[src/rtl/stopwatch_ctrl_if.sv]
// Bundle of the stopwatch control signals: divider ticks, raw buttons and
// switches coming in, BCD digits, blank mask and mode going out to the
// seven-segment scan logic.
interface stopwatch_ctrl_if;
    logic       tick_1hz;
    logic       tick_2hz;
    logic       tick_500hz;
    logic       tick_blink;
    logic       btn_pause;
    logic       btn_clear;
    logic       sw_adj;
    logic       sw_sel;
    logic [3:0] min_tens;
    logic [3:0] min_ones;
    logic [3:0] sec_tens;
    logic [3:0] sec_ones;
    logic [3:0] digit_blank;
    logic [1:0] mode;

    // Side that produces ticks and user inputs and consumes the display.
    modport master (
        output tick_1hz, tick_2hz, tick_500hz, tick_blink,
        output btn_pause, btn_clear, sw_adj, sw_sel,
        input  min_tens, min_ones, sec_tens, sec_ones, digit_blank, mode
    );

    // The stopwatch controller itself.
    modport slave (
        input  tick_1hz, tick_2hz, tick_500hz, tick_blink,
        input  btn_pause, btn_clear, sw_adj, sw_sel,
        output min_tens, min_ones, sec_tens, sec_ones, digit_blank, mode
    );
endinterface

[src/rtl/stopwatch_ctrl.sv]
// Stopwatch control: input synchronization, button debounce, RUN/PAUSED/ADJUST
// mode machine, BCD minutes:seconds counter and adjust-mode digit blinking.
module stopwatch_ctrl #(
    parameter int DEB_SAMPLES = 4
) (
    input  logic              clk_100mhz,
    input  logic              rst_n,
    stopwatch_ctrl_if.slave   bus
);

    typedef enum logic [1:0] {
        MODE_PAUSED = 2'b00,
        MODE_RUN    = 2'b01,
        MODE_ADJUST = 2'b10
    } mode_t;

    localparam logic [3:0] DEB_LAST = 4'(DEB_SAMPLES - 1);

    // ------------------------------------------------------------------
    // Input synchronization: bit 0 pause, 1 clear, 2 adjust, 3 select.
    // ------------------------------------------------------------------
    logic [3:0] raw_in;
    logic [3:0] sync1_reg;
    logic [3:0] sync2_reg;

    assign raw_in = {bus.sw_sel, bus.sw_adj, bus.btn_clear, bus.btn_pause};

    // Two-flop synchronizer for every raw input.
    always_ff @(posedge clk_100mhz or negedge rst_n) begin
        if (!rst_n) begin
            sync1_reg <= 4'b0000;
            sync2_reg <= 4'b0000;
        end else begin
            sync1_reg <= raw_in;
            sync2_reg <= sync1_reg;
        end
    end

    logic adj_sync;
    logic sel_sync;
    assign adj_sync = sync2_reg[2];
    assign sel_sync = sync2_reg[3];

    // ------------------------------------------------------------------
    // Debounce for the two buttons; press_vec[0] pause, [1] clear.
    // ------------------------------------------------------------------
    logic [1:0] press_vec;

    generate
        for (genvar gi = 0; gi < 2; gi++) begin : g_deb
            logic [3:0] cnt_reg;
            logic       level_reg;
            logic       press_reg;
            logic       synced;

            assign synced = sync2_reg[gi];

            // Accept a new level after DEB_SAMPLES consecutive differing
            // strobes; a rising accepted level emits a one-cycle press.
            always_ff @(posedge clk_100mhz or negedge rst_n) begin
                if (!rst_n) begin
                    cnt_reg   <= 4'd0;
                    level_reg <= 1'b0;
                    press_reg <= 1'b0;
                end else begin
                    press_reg <= 1'b0;
                    if (bus.tick_500hz) begin
                        if (synced != level_reg) begin
                            if (cnt_reg == DEB_LAST) begin
                                level_reg <= synced;
                                cnt_reg   <= 4'd0;
                                press_reg <= synced;
                            end else begin
                                cnt_reg <= cnt_reg + 4'd1;
                            end
                        end else begin
                            cnt_reg <= 4'd0;
                        end
                    end
                end
            end

            assign press_vec[gi] = press_reg;
        end
    endgenerate

    logic press_pause;
    logic press_clear;
    assign press_pause = press_vec[0];
    assign press_clear = press_vec[1];

    // ------------------------------------------------------------------
    // Mode machine, blink phase and blank mask.
    // ------------------------------------------------------------------
    mode_t      mode_reg;
    mode_t      mode_next;
    logic       blink_reg;
    logic       blink_next;
    logic [3:0] blank_reg;
    logic [3:0] blank_next;

    // Next mode (adjust switch beats pause press), next blink phase and
    // the blank mask that goes with them.
    always_comb begin
        mode_next  = mode_reg;
        blink_next = bus.tick_blink ? ~blink_reg : blink_reg;
        blank_next = 4'b0000;
        case (mode_reg)
            MODE_PAUSED: begin
                if (adj_sync)         mode_next = MODE_ADJUST;
                else if (press_pause) mode_next = MODE_RUN;
            end
            MODE_RUN: begin
                if (adj_sync)         mode_next = MODE_ADJUST;
                else if (press_pause) mode_next = MODE_PAUSED;
            end
            MODE_ADJUST: begin
                if (!adj_sync)        mode_next = MODE_PAUSED;
            end
            default: mode_next = MODE_PAUSED;
        endcase
        if ((mode_next == MODE_ADJUST) && (mode_reg != MODE_ADJUST)) begin
            blink_next = 1'b1;
        end
        if ((mode_next == MODE_ADJUST) && !blink_next) begin
            blank_next = sel_sync ? 4'b0011 : 4'b1100;
        end
    end

    // Mode state register with registered blink phase and blank mask.
    always_ff @(posedge clk_100mhz or negedge rst_n) begin
        if (!rst_n) begin
            mode_reg  <= MODE_PAUSED;
            blink_reg <= 1'b1;
            blank_reg <= 4'b0000;
        end else begin
            mode_reg  <= mode_next;
            blink_reg <= blink_next;
            blank_reg <= blank_next;
        end
    end

    // ------------------------------------------------------------------
    // BCD count.
    // ------------------------------------------------------------------
    logic [3:0] min_tens_reg, min_ones_reg, sec_tens_reg, sec_ones_reg;
    logic [3:0] min_tens_next, min_ones_next, sec_tens_next, sec_ones_next;
    logic [7:0] sec_inc;
    logic [7:0] min_inc;
    logic       sec_wrap;

    // Seconds step 00..59 with per-digit rollover.
    function automatic logic [7:0] inc_sec(input logic [3:0] tens, input logic [3:0] ones);
        if (ones == 4'd9) begin
            inc_sec = (tens == 4'd5) ? 8'h00 : {tens + 4'd1, 4'd0};
        end else begin
            inc_sec = {tens, ones + 4'd1};
        end
    endfunction

    // Minutes step 00..99 with per-digit rollover.
    function automatic logic [7:0] inc_min(input logic [3:0] tens, input logic [3:0] ones);
        if (ones == 4'd9) begin
            inc_min = (tens == 4'd9) ? 8'h00 : {tens + 4'd1, 4'd0};
        end else begin
            inc_min = {tens, ones + 4'd1};
        end
    endfunction

    assign sec_inc  = inc_sec(sec_tens_reg, sec_ones_reg);
    assign min_inc  = inc_min(min_tens_reg, min_ones_reg);
    assign sec_wrap = (sec_tens_reg == 4'd5) && (sec_ones_reg == 4'd9);

    // Next count: clear wins over any tick; ticks are judged by the
    // current mode, so a mode change on the same edge does not lose them.
    always_comb begin
        min_tens_next = min_tens_reg;
        min_ones_next = min_ones_reg;
        sec_tens_next = sec_tens_reg;
        sec_ones_next = sec_ones_reg;
        if (press_clear) begin
            min_tens_next = 4'd0;
            min_ones_next = 4'd0;
            sec_tens_next = 4'd0;
            sec_ones_next = 4'd0;
        end else if ((mode_reg == MODE_RUN) && bus.tick_1hz) begin
            {sec_tens_next, sec_ones_next} = sec_inc;
            if (sec_wrap) begin
                {min_tens_next, min_ones_next} = min_inc;
            end
        end else if ((mode_reg == MODE_ADJUST) && bus.tick_2hz) begin
            if (sel_sync) begin
                {sec_tens_next, sec_ones_next} = sec_inc;
            end else begin
                {min_tens_next, min_ones_next} = min_inc;
            end
        end
    end

    // Digit registers.
    always_ff @(posedge clk_100mhz or negedge rst_n) begin
        if (!rst_n) begin
            min_tens_reg <= 4'd0;
            min_ones_reg <= 4'd0;
            sec_tens_reg <= 4'd0;
            sec_ones_reg <= 4'd0;
        end else begin
            min_tens_reg <= min_tens_next;
            min_ones_reg <= min_ones_next;
            sec_tens_reg <= sec_tens_next;
            sec_ones_reg <= sec_ones_next;
        end
    end

    assign bus.min_tens    = min_tens_reg;
    assign bus.min_ones    = min_ones_reg;
    assign bus.sec_tens    = sec_tens_reg;
    assign bus.sec_ones    = sec_ones_reg;
    assign bus.digit_blank = blank_reg;
    assign bus.mode        = mode_reg;

endmodule

[src/flat_wrapper.sv]
// flat-port wrapper written by rule: the top's interface ports become plain ports
module stopwatch_ctrl_flat 
#(
    parameter int DEB_SAMPLES = 4
)
  (clk_100mhz, rst_n, bus_tick_1hz, bus_tick_2hz, bus_tick_500hz, bus_tick_blink, bus_btn_pause, bus_btn_clear, bus_sw_adj, bus_sw_sel, bus_min_tens, bus_min_ones, bus_sec_tens, bus_sec_ones, bus_digit_blank, bus_mode);
  stopwatch_ctrl_if bus_i ();
  input  logic clk_100mhz;
  input  logic rst_n;
  input wire logic [$bits(bus_i.tick_1hz)-1:0] bus_tick_1hz;
  input wire logic [$bits(bus_i.tick_2hz)-1:0] bus_tick_2hz;
  input wire logic [$bits(bus_i.tick_500hz)-1:0] bus_tick_500hz;
  input wire logic [$bits(bus_i.tick_blink)-1:0] bus_tick_blink;
  input wire logic [$bits(bus_i.btn_pause)-1:0] bus_btn_pause;
  input wire logic [$bits(bus_i.btn_clear)-1:0] bus_btn_clear;
  input wire logic [$bits(bus_i.sw_adj)-1:0] bus_sw_adj;
  input wire logic [$bits(bus_i.sw_sel)-1:0] bus_sw_sel;
  output wire logic [$bits(bus_i.min_tens)-1:0] bus_min_tens;
  output wire logic [$bits(bus_i.min_ones)-1:0] bus_min_ones;
  output wire logic [$bits(bus_i.sec_tens)-1:0] bus_sec_tens;
  output wire logic [$bits(bus_i.sec_ones)-1:0] bus_sec_ones;
  output wire logic [$bits(bus_i.digit_blank)-1:0] bus_digit_blank;
  output wire logic [$bits(bus_i.mode)-1:0] bus_mode;
  assign bus_i.tick_1hz = bus_tick_1hz;
  assign bus_i.tick_2hz = bus_tick_2hz;
  assign bus_i.tick_500hz = bus_tick_500hz;
  assign bus_i.tick_blink = bus_tick_blink;
  assign bus_i.btn_pause = bus_btn_pause;
  assign bus_i.btn_clear = bus_btn_clear;
  assign bus_i.sw_adj = bus_sw_adj;
  assign bus_i.sw_sel = bus_sw_sel;
  assign bus_min_tens = bus_i.min_tens;
  assign bus_min_ones = bus_i.min_ones;
  assign bus_sec_tens = bus_i.sec_tens;
  assign bus_sec_ones = bus_i.sec_ones;
  assign bus_digit_blank = bus_i.digit_blank;
  assign bus_mode = bus_i.mode;
  stopwatch_ctrl #(.DEB_SAMPLES(DEB_SAMPLES)) u_core (.clk_100mhz(clk_100mhz), .rst_n(rst_n), .bus(bus_i));
endmodule
[config.mk]
export PLATFORM = sky130hd
export DESIGN_NAME = stopwatch_ctrl_flat
export DESIGN_NICKNAME = d
export VERILOG_FILES = /design/src/rtl/stopwatch_ctrl_if.sv /design/src/rtl/stopwatch_ctrl.sv /design/src/flat_wrapper.sv
export SDC_FILE = /design/constraint.sdc
export NUM_CORES = 1
export LEC_CHECK = 0
export ABC_CLOCK_PERIOD_IN_PS = 2700
export BUFFER_PORTS_ARGS = -buffer_cell sky130_fd_sc_hd__buf_2
export CORE_UTILIZATION = 50
export DETAILED_ROUTE_END_ITERATION = 6
export HOLD_SLACK_MARGIN = 0.08
export PLACE_DENSITY = 0.72
export SLEW_MARGIN = 40
export SYNTH_ARGS = -nofsm -noshare
export SYNTH_HDL_FRONTEND = slang
export SYNTH_SLANG_ARGS = --single-unit
[constraint.sdc]
create_clock -name clk_100mhz -period 2.7 [get_ports clk_100mhz]
set_input_delay 0.54 -clock clk_100mhz [delete_from_list [all_inputs] [get_ports clk_100mhz]]
set_output_delay 0.54 -clock clk_100mhz [all_outputs]
set_load 0.05 [all_outputs]
* After elaboration in Yosys (flattened, before gate mapping)
Index checks and enable logic that the tools add are counted.
Storage, ports and cells: output and inout bits 22, register bits 43, word-level logic and storage cells 91
Operators by class: reduce and logical (&&, ||, !) cells 13, muxes and demuxes 42, equal/unequal tests 14, $add $sub $neg 6, bitwise operators 1
Operators with widths (number):
- 4-bit 2-to-1 mux | 24
- 8-bit 2-to-1 mux | 4
- 4-bit by 1-bit adder with 4-bit output (second input constant) | 6
- 4-bit == test (second input constant) | 3
- 2-bit 2-to-1 mux | 5
- 3-bit AND reduction | 3
- 4-bit by 2-bit == test with 1-bit output (second input constant) | 2
- 1-bit 2-to-1 mux | 8
- 2-bit case mux with 3 select lines | 1
- 3-bit nonzero test | 2
- 1-bit logical AND | 5
- 2-bit == test (second input constant) | 2
- 4-bit by 3-bit == test with 1-bit output (second input constant) | 1
- 3-bit by 1-bit inequality test with 1-bit output (second input constant) | 1
- 3-bit inequality test (second input constant) | 1
- 2-bit by 1-bit == test with 1-bit output (second input constant) | 1
- 2-bit zero test | 1
- 1-bit inequality test | 2
- 2-bit inequality test (second input constant) | 1
- 2-bit AND reduction | 1
- 1-bit zero test | 1
- 1-bit inverter | 1

* Logic depth before layout (Yosys ltp)
Gate-level depths: netlist of run 1.
depth in word-level cells 9, gate-level depth with buffers 7

* Worst setup path before layout of run 1
Ideal clock, no wire load.
path type register to register, start reg u_core.sec_ones_reg[1], in the netlist u_core.bus.sec_ones[1], end reg u_core.min_tens_reg[2], in the netlist u_core.bus.min_tens[2], buffers on the path 1, period minus slack after synthesis 2.044 ns, arrival time 1.918 ns, slack 0.656 ns, required time 2.574 ns, stages on the path, launching flop included 8, path through dfrtp_1 inv_1 ha_1 and3b_4 a311oi_2 buf_4 nor4bb_1 a221o_1
On the way: word-level cells in the longest chain between the ends 4
Ends and longest elaborated chain:
- from (decl) | RTL line stopwatch_ctrl.sv:146 | logic [3:0] min_tens_reg, min_ones_reg, sec_tens_reg, sec_ones_reg;
- from (signal assigned) | RTL line stopwatch_ctrl.sv:211 | sec_ones_reg <= sec_ones_next;
- 4-bit == test | RTL line stopwatch_ctrl.sv:172 | assign sec_wrap = (sec_tens_reg == 4'd5) && (sec_ones_reg == 4'd9);
- 1-bit logical AND | RTL line stopwatch_ctrl.sv:172
- 3-bit by 1-bit inequality test with 1-bit output (no source line)
- 3-bit AND reduction (no source line)
- to (signal assigned) | RTL line stopwatch_ctrl.sv:208 | min_tens_reg <= min_tens_next;
- to (decl) | RTL line stopwatch_ctrl.sv:146
Every way passes these cells. A chain may end at the register's enable or synchronous reset.

* Worst setup path after layout of run 1
Same ends and word-level chain as after synthesis.

==> key figures, run 1 <==
Timing
  • Final hold vios: 0
  • RSZ-0062 raised after global routing: false
  • Slew @ Worst Pin: 0.722 ns
  • Final setup violation count: 0
  • Slew HR: 0.519
  • Post-route clock period utilization: 0.787
  • Max frequency: 0.471 GHz
  • Hold Worst Slack: 0.220 ns
  • Shortest period the worst path allows: 2.13 ns
  • Setup Skew: 0.00687 ns
  • TNS Setup: 0 ns
  • Slew Viols, Final: 0

Route
  • Drt total wl: 3420 um
  • Drt via density: 5.50
  • DRC viols: 0
  • Routed len/inst: 13.1 um
  • First DRT Iteration DRCs: 74
  • Pre-antenna DRT Iters: 4
  • Post-route ant nets: 0
  • Vias after detailed routing: 1441

Yosys
  • Yosys reg bits: 41
  • Net Count, Synth: 200
  • XOR/XNOR Fraction of Synth Area: 0.0178
  • Instance count of the mapped netlist: 180
  • Synth Flop Type: dfrtp_1
  • Post-synthesis cell type count: 43
  • Post-synthesis sequential area ratio: 0.521
  • Adder-cell area share of the yosys netlist: 0.0635
  • Largest family of logic cells by synthesized area: simple AND/OR/NAND/NOR gates
  • Mean post-synth cell area: 11.0 um2
  • Multiplexer area fraction after synthesis: 0.0228
  • Simple-Gate Fraction of Synth Area: 0.191
  • Synth warnings: 0
  • Post-synth EDFFs: 0
  • Cell Area, Synth: 1970 um2
  • Post-synthesis compound-gate area fraction: 0.149
  • FFs w/ async S/R, synth: 1.00

Worst setup path
  • RR Startpoint: u_core.bus.sec_ones[1]
  • Critical path endpoint category: register
  • Worst path required time: 2.88 ns
  • CP Launch Type: register
  • CP Max Fanout: 11
  • Worst Setup SP: u_core.bus.sec_ones[1]
  • Crit path kind: reg2reg
  • Arrival @ worst endpoint: 2.30 ns

Die
  • Die height: 64.8 um
  • Row Count: 22
  • Core area: 3720 um2
  • Die Area: 4200 um2
  • Die W: 64.8 um
  • Initial core utilization: 0.531
  • IO Count: 32

Cells and area
  • Fill count: 309
  • Area of the multi-input gates: 876 um2
  • Post-route cell area: 2260 um2
  • Area Growth Syn to Fin: 14.8%
  • Flip-flop and latch area: 1030 um2
  • Ant diodes: 0
  • Max reg flops: 8
  • Nets@finish: 233
  • Share of cells above drive strength 1: 0.224
  • Post-Layout Cell Count: 262

CTS
  • CTS max path bufs: 2
  • CTS Buf Count: 5
  • Max H-tree Level: 2
  • CTS Root Cell: clkbuf_8
  • Post-CTS Setup Repair Bufs: 0
  • Clock transition at path regs: 0.08 ns
  • Insertion delay of the later-clocked pin in the worst-skew pair: 0.29 ns
  • CTS tree: yes
  • Clock Sinks: 41
  • # hold bufs at CTS: 0
  • Post_cts resized: 0

Hold path
  • Hold Path Class: in2async

Global route
  • Global Route Usage Sum: 0.186
  • Gr ovfl total: 0
  • First-pass GRT wire length: 5960 um
  • Vias in the first global route: 1345
  • Largest net degree at the start of global routing: 42
  • Initial antenna violation count: 0

Power and ir drop
  • Share of power burned in registers: 0.453
  • Sw Ratio: 0.372
  • PwrDens: 803 nW/um2
  • Leakage: 1.08 nW
  • Pint: 1.14 mW
  • Switching power: 0.677 mW
  • Logic pwr share: 0.310
  • Clk network pwr share: 0.237
  • Maximum vdd drop: 0.419 mV

Place
  • Placed Area: 2160 um2
  • Port Buffers: 31
  • Placer congestion estimate: 0.801
  • DP Cell Count: 254
  • Hpwl dp: 2420 um

Run
  • Max Cap Violations: 0

Outcome
  • Status: complete, no violations
## layout make-up
cell class / count / area share
well taps: 48 / 0.0265
clock inverters: 1 / 0.00221
inverters: 9 / 0.0149
clock buffers: 7 / 0.0426
multi-input cells: 124 / 0.387
repair buffers: 32 / 0.0730
flip-flops and latches: 41 / 0.454
## logic make-up after synthesis
family                   after synthesis
multiplexers                           4
buffers and inverters                 15
AO/OA/AOI/OAI                         42
adder cells (fa/ha/maj)               10
AND/OR/NAND/NOR                       64
flip-flops                            41
XOR/XNOR                               4
## worst max-delay path: stages (launching register included)
cell,delay [ns]
dfrtp_1,0.43
inv_1,0.06
ha_1,0.21
and3b_4,0.22
a311oi_2,0.67
nor4bb_1,0.14
a221o_1,0.28
## path summary, 6_finish.rpt
| check | endpoint | slack [ns] | cells after the start |
|---|---|---|---|
| max reg2reg | u_core.bus.min_tens[2] | 0.57 | 6 |
| min | u_core.bus.min_ones[3] | 0.22 | 1 |
| min in group clk_100mhz | u_core.sync2_reg[1] | 0.35 | 0 |
| max | u_core.bus.min_tens[2] | 0.57 | 6 |
| max in group asynchronous | u_core.blink_reg | 2.12 | 1 |
| min reg2reg | u_core.sync2_reg[1] | 0.35 | 0 |
## layout by cell type (no fill, tap or decap), drive strengths merged, types with 3 or more instances in the layout
cell	instances
and3b	4
nor2	8
nand2b	3
nand3b	4
o31ai	4
buf	32
xnor2	4
nor3	4
o2bb2ai	3
clkbuf	7
mux2	4
dfrtp	40
nand2	17
a22o	3
and3	4
o21ai	18
nor4b	3
nor3b	3
nand3	4
ha	10
inv	9
## power groups by stage
stage	Sequential [mW]	Combinational, mW	Clock, mW
after floorplan	0.992	0.274	0
after global placement	0.821	0.553	0
after detailed placement	0.835	0.568	0
after CTS	0.823	0.570	0.447
after global routing	0.844	0.626	0.467
final	0.823	0.563	0.431
## synth_stat cells (all sizes together) (3+ instances only)
cell,instances,share of area
and3,4,0.013
nand2b,3,0.0095
nand3,4,0.010
buf,4,0.014
nor2,8,0.015
nor3b,3,0.011
mux2,4,0.023
o31ai,4,0.015
a22o,3,0.013
xnor2,4,0.018
nor3,4,0.013
inv,9,0.017
nand3b,4,0.015
and3b,4,0.020
o2bb2ai,3,0.013
dfrtp,40,0.51
ha,10,0.063
o21ai,18,0.046
nand2,17,0.032
nor4b,3,0.013
## through the flow
| step | power (mW) | utilization | setup slack, ns |
|---|---|---|---|
| after global routing | 1.94 | 0.609 | 0.462 |
| after floorplan | 1.27 | - | 0.656 |
| after global placement | 1.37 | 0.581 | 0.721 |
| final | 1.82 | 0.609 | 0.575 |
| after CTS | 1.84 | 0.609 | 0.591 |
| after detailed placement | 1.40 | 0.582 | 0.608 |
## routing by layer
layer | vias to the layer above | GRT usage | wire (um)
met5 | - | 0 | 0
met1 | 692 | 0.232 | 1570
met2 | 30 | 0.306 | 1690
met4 | 0 | 0.0667 | 27
li1 | 717 | - | -
met3 | 2 | 0.0528 | 128
Power figures use the tool's default switching activity.
==> run 2, diff against run 1 <==
--- a/config.mk
+++ b/config.mk
@@ -5,7 +5,8 @@
 export SDC_FILE = /design/constraint.sdc
 export NUM_CORES = 1
 export LEC_CHECK = 0
-export ABC_CLOCK_PERIOD_IN_PS = 2700
+export ABC_AREA = 1
+export ABC_CLOCK_PERIOD_IN_PS = 2200
 export BUFFER_PORTS_ARGS = -buffer_cell sky130_fd_sc_hd__buf_2
 export CORE_UTILIZATION = 50
 export DETAILED_ROUTE_END_ITERATION = 6
==> constraint.sdc (replaced) <==
create_clock -name clk_100mhz -period 2.2 [get_ports clk_100mhz]
set_input_delay 0.44 -clock clk_100mhz [delete_from_list [all_inputs] [get_ports clk_100mhz]]
set_output_delay 0.44 -clock clk_100mhz [all_outputs]
set_load 0.05 [all_outputs]
==> key figures, run 2 <==
Worst setup path
  • Crit path cell chain: buf_2
  • Critical path endpoint category: output port
  • Buffer and inverter count on the worst path: 1 (unchanged)
  • Worst path required time: 1.76 ns (-1.12 ns)
  • Arrival @ worst endpoint: 1.06 ns (-1.24 ns)
  • Crit path kind: reg2out
  • Critical-path top delay cell: dfrtp_1
  • Top Family by Delay on Critical Path: flip-flops
  • Crit path largest cell delay: 0.46 ns (-0.21 ns)
  • CP Launch Type: register
  • CP Max Fanout: 6 (-5)

Yosys
  • FFs w/ async S/R, synth: 1.00 (unchanged)
  • Adder-cell area share of the yosys netlist: 0.0617 (-0.00176)
  • Post-synthesis cell type count: 29 (-33%)
  • Multiplexer area fraction after synthesis: 0.00987 (-0.0130)
  • Post-synth EDFFs: 0 (unchanged)
  • Synth top area share: 0.494 (-0.0141)
  • Synth warnings: 0 (unchanged)
  • Synth top area cells: dfrtp_1 (49%), nand2_1 (8.9%), ha_1 (6.2%)
  • Post-synthesis sequential area ratio: 0.506 (-0.0145)
  • Yosys reg bits: 41 (unchanged)
  • Net Count, Synth: 248 (+24%)
  • Mean post-synth cell area: 8.90 um2 (-19%)
  • Cell taking the most area after synthesis: dfrtp_1
  • Cell Area, Synth: 2030 um2 (+2.9%)
  • Synth Flop Type: dfrtp_1
  • Post-synthesis compound-gate area fraction: 0.0623 (-0.0868)
  • Largest family of logic cells by synthesized area: simple AND/OR/NAND/NOR gates
  • Commonest cells post-synth: nand2_1 (48), dfrtp_1 (40), inv_1 (30)
  • Most common cell in the netlist: nand2_1
  • Simple-Gate Fraction of Synth Area: 0.267 (+0.0755)
  • Instance count of the mapped netlist: 228 (+27%)
  • XOR/XNOR Fraction of Synth Area: 0.0259 (+0.00814)

Timing
  • Setup Skew: 0.00527 ns (-0.00160 ns)
  • Slew HR: 0.770 (+0.251)
  • Max frequency: 0.666 GHz
  • Slew @ Worst Pin: 0.343 ns (-0.379 ns)
  • Slew Viols, Final: 0 (unchanged)
  • Hold Worst Slack: 0.106 ns (-0.114 ns)
  • RSZ-0062 raised after global routing: false
  • Final hold vios: 0 (unchanged)
  • TNS Setup: 0 ns (unchanged)
  • Final setup violation count: 0 (unchanged)
  • Shortest period the worst path allows: 1.50 ns
  • Post-route clock period utilization: 0.682

Cells and area
  • Max reg flops: 8 (unchanged)
  • Area of the multi-input gates: 865 um2 (-1.3%)
  • Post-route cell area: 2330 um2 (+3.1%)
  • Most frequent cells in the layout: nand2_1 (48), dfrtp_1 (40), buf_2 (31)
  • Share of cells above drive strength 1: 0.208 (-0.0168)
  • Commonest non-fill, non-tap cell in the layout: nand2_1
  • Area Growth Syn to Fin: 15.1%
  • Post-Layout Cell Count: 313 (+19%)
  • Fill count: 336 (+8.7%)
  • Nets@finish: 284 (+22%)
  • Ant diodes: 0 (unchanged)
  • Flip-flop and latch area: 1030 um2 (unchanged)

Global route
  • Vias in the first global route: 1402 (+4.2%)
  • Initial antenna violation count: 0 (unchanged)
  • First-pass GRT wire length: 6200 um (+3.9%)
  • Gr ovfl total: 0 (unchanged)
  • Global Route Usage Sum: 0.195 (+0.00897)
  • Largest net degree at the start of global routing: 42 (unchanged)

CTS
  • Insertion delay of the later-clocked pin in the worst-skew pair: 0.29 ns (about the same)
  • Clock transition at path regs: 0.07 ns (about the same)
  • Post-CTS Setup Repair Bufs: 0 (unchanged)
  • Max H-tree Level: 2 (unchanged)
  • CTS tree: yes
  • CTS Root Cell: clkbuf_8
  • CTS max path bufs: 2 (unchanged)
  • Post_cts resized: 0 (unchanged)
  • # hold bufs at CTS: 0 (unchanged)
  • CTS Buf Count: 5 (unchanged)
  • Clock Sinks: 41 (unchanged)

Route
  • DRC viols: 0 (unchanged)
  • Post-route ant nets: 0 (unchanged)
  • First DRT Iteration DRCs: 54 (-27%)
  • Pre-antenna DRT Iters: 4 (unchanged)
  • Vias after detailed routing: 1591 (+10%)
  • Drt via density: 5.08 (-7.6%)
  • Drt total wl: 3550 um (+3.6%)
  • Routed len/inst: 11.3 um (-13%)

Die
  • Row Count: 22 (unchanged)
  • Initial core utilization: 0.538 (+0.00718)
  • Die W: 65.7 um (+1.4%)
  • Die Area: 4320 um2 (+2.8%)
  • Core area: 3770 um2 (+1.5%)
  • IO Count: 32 (unchanged)
  • Die height: 65.7 um (+1.4%)

Place
  • DP Cell Count: 305 (+20%)
  • Port Buffers: 31 (unchanged)
  • Hpwl dp: 2500 um (+3.3%)
  • Placer congestion estimate: 0.769 (-3.9%)
  • Placed Area: 2240 um2 (+3.8%)

Outcome
  • Status: complete, no violations

Run
  • Max Cap Violations: 0 (unchanged)

Power and ir drop
  • PwrDens: 1000 nW/um2 (+25%)
  • Leakage: 1.23 nW (+13%)
  • Maximum vdd drop: 0.649 mV (+55%)

Hold path
  • Hold Path Class: in2async
-- run 2: metrics by stage --
step / total power, mW / util / setup slack (ns)
floorplan: 1.67 / - / 0.512
global placement: 1.83 / 0.595 / 0.754
detailed placement: 1.85 / 0.595 / 0.739
CTS: 2.36 / 0.619 / 0.680
global route: 2.50 / 0.619 / 0.602
finish: 2.34 / 0.619 / 0.699
-- run 2: power breakdown --
part / internal [mW] / total (mW) / switching, mW / leakage [nW]
clock: 0.256 / 0.497 / 0.241 / 0.0455
sequential: 0.900 / 1.05 / 0.151 / 0.526
combinational: 0.254 / 0.788 / 0.535 / 0.656
total: 1.41 / 2.34 / 0.927 / 1.23
-- run 2: layout make-up --
class,instances,share of cell area
clock buffer,8,0.0386
inverter,31,0.0499
multi-input combinational,153,0.371
sequential,41,0.440
tap,48,0.0257
timing repair buffer,32,0.0751
-- run 2: logic make-up (layout without fill, tap and decap cells) --
kind of cell	Yosys count	after routing
buffers and inverters	34	71
and+or+nand+nor	113	113
muxes	2	2
DFF	41	41
xor gates and xnor gates	6	6
adders and majority gates	10	10
AOI/OAI and AO/OA	22	22
-- run 2: worst paths after layout --
check                      depth (start not counted)                endpoint  slack [ns]              startpoint
setup / recovery                                   1         bus_min_tens[2]        0.70  u_core.bus.min_tens[2]
hold / removal                                     2      u_core.bus.mode[0]        0.11                   rst_n
setup reg to reg                                   9  u_core.bus.min_tens[1]        0.74  u_core.bus.sec_ones[1]
hold reg to reg                                    0     u_core.sync2_reg[1]        0.35     u_core.sync1_reg[1]
max in group asynchronous                          2        u_core.blink_reg        1.84                   rst_n
min in group clk_100mhz                            1     u_core.sync1_reg[1]        0.25           bus_btn_clear
-- run 2: layer usage --
layer / share of wire / GRT usage / up-vias
met5: 0 / 0 / -
met4: 0.018 / 0.120 / 0
met3: 0.048 / 0.0451 / 5
met2: 0.45 / 0.286 / 40
met1: 0.49 / 0.259 / 736
li1: - / - / 810
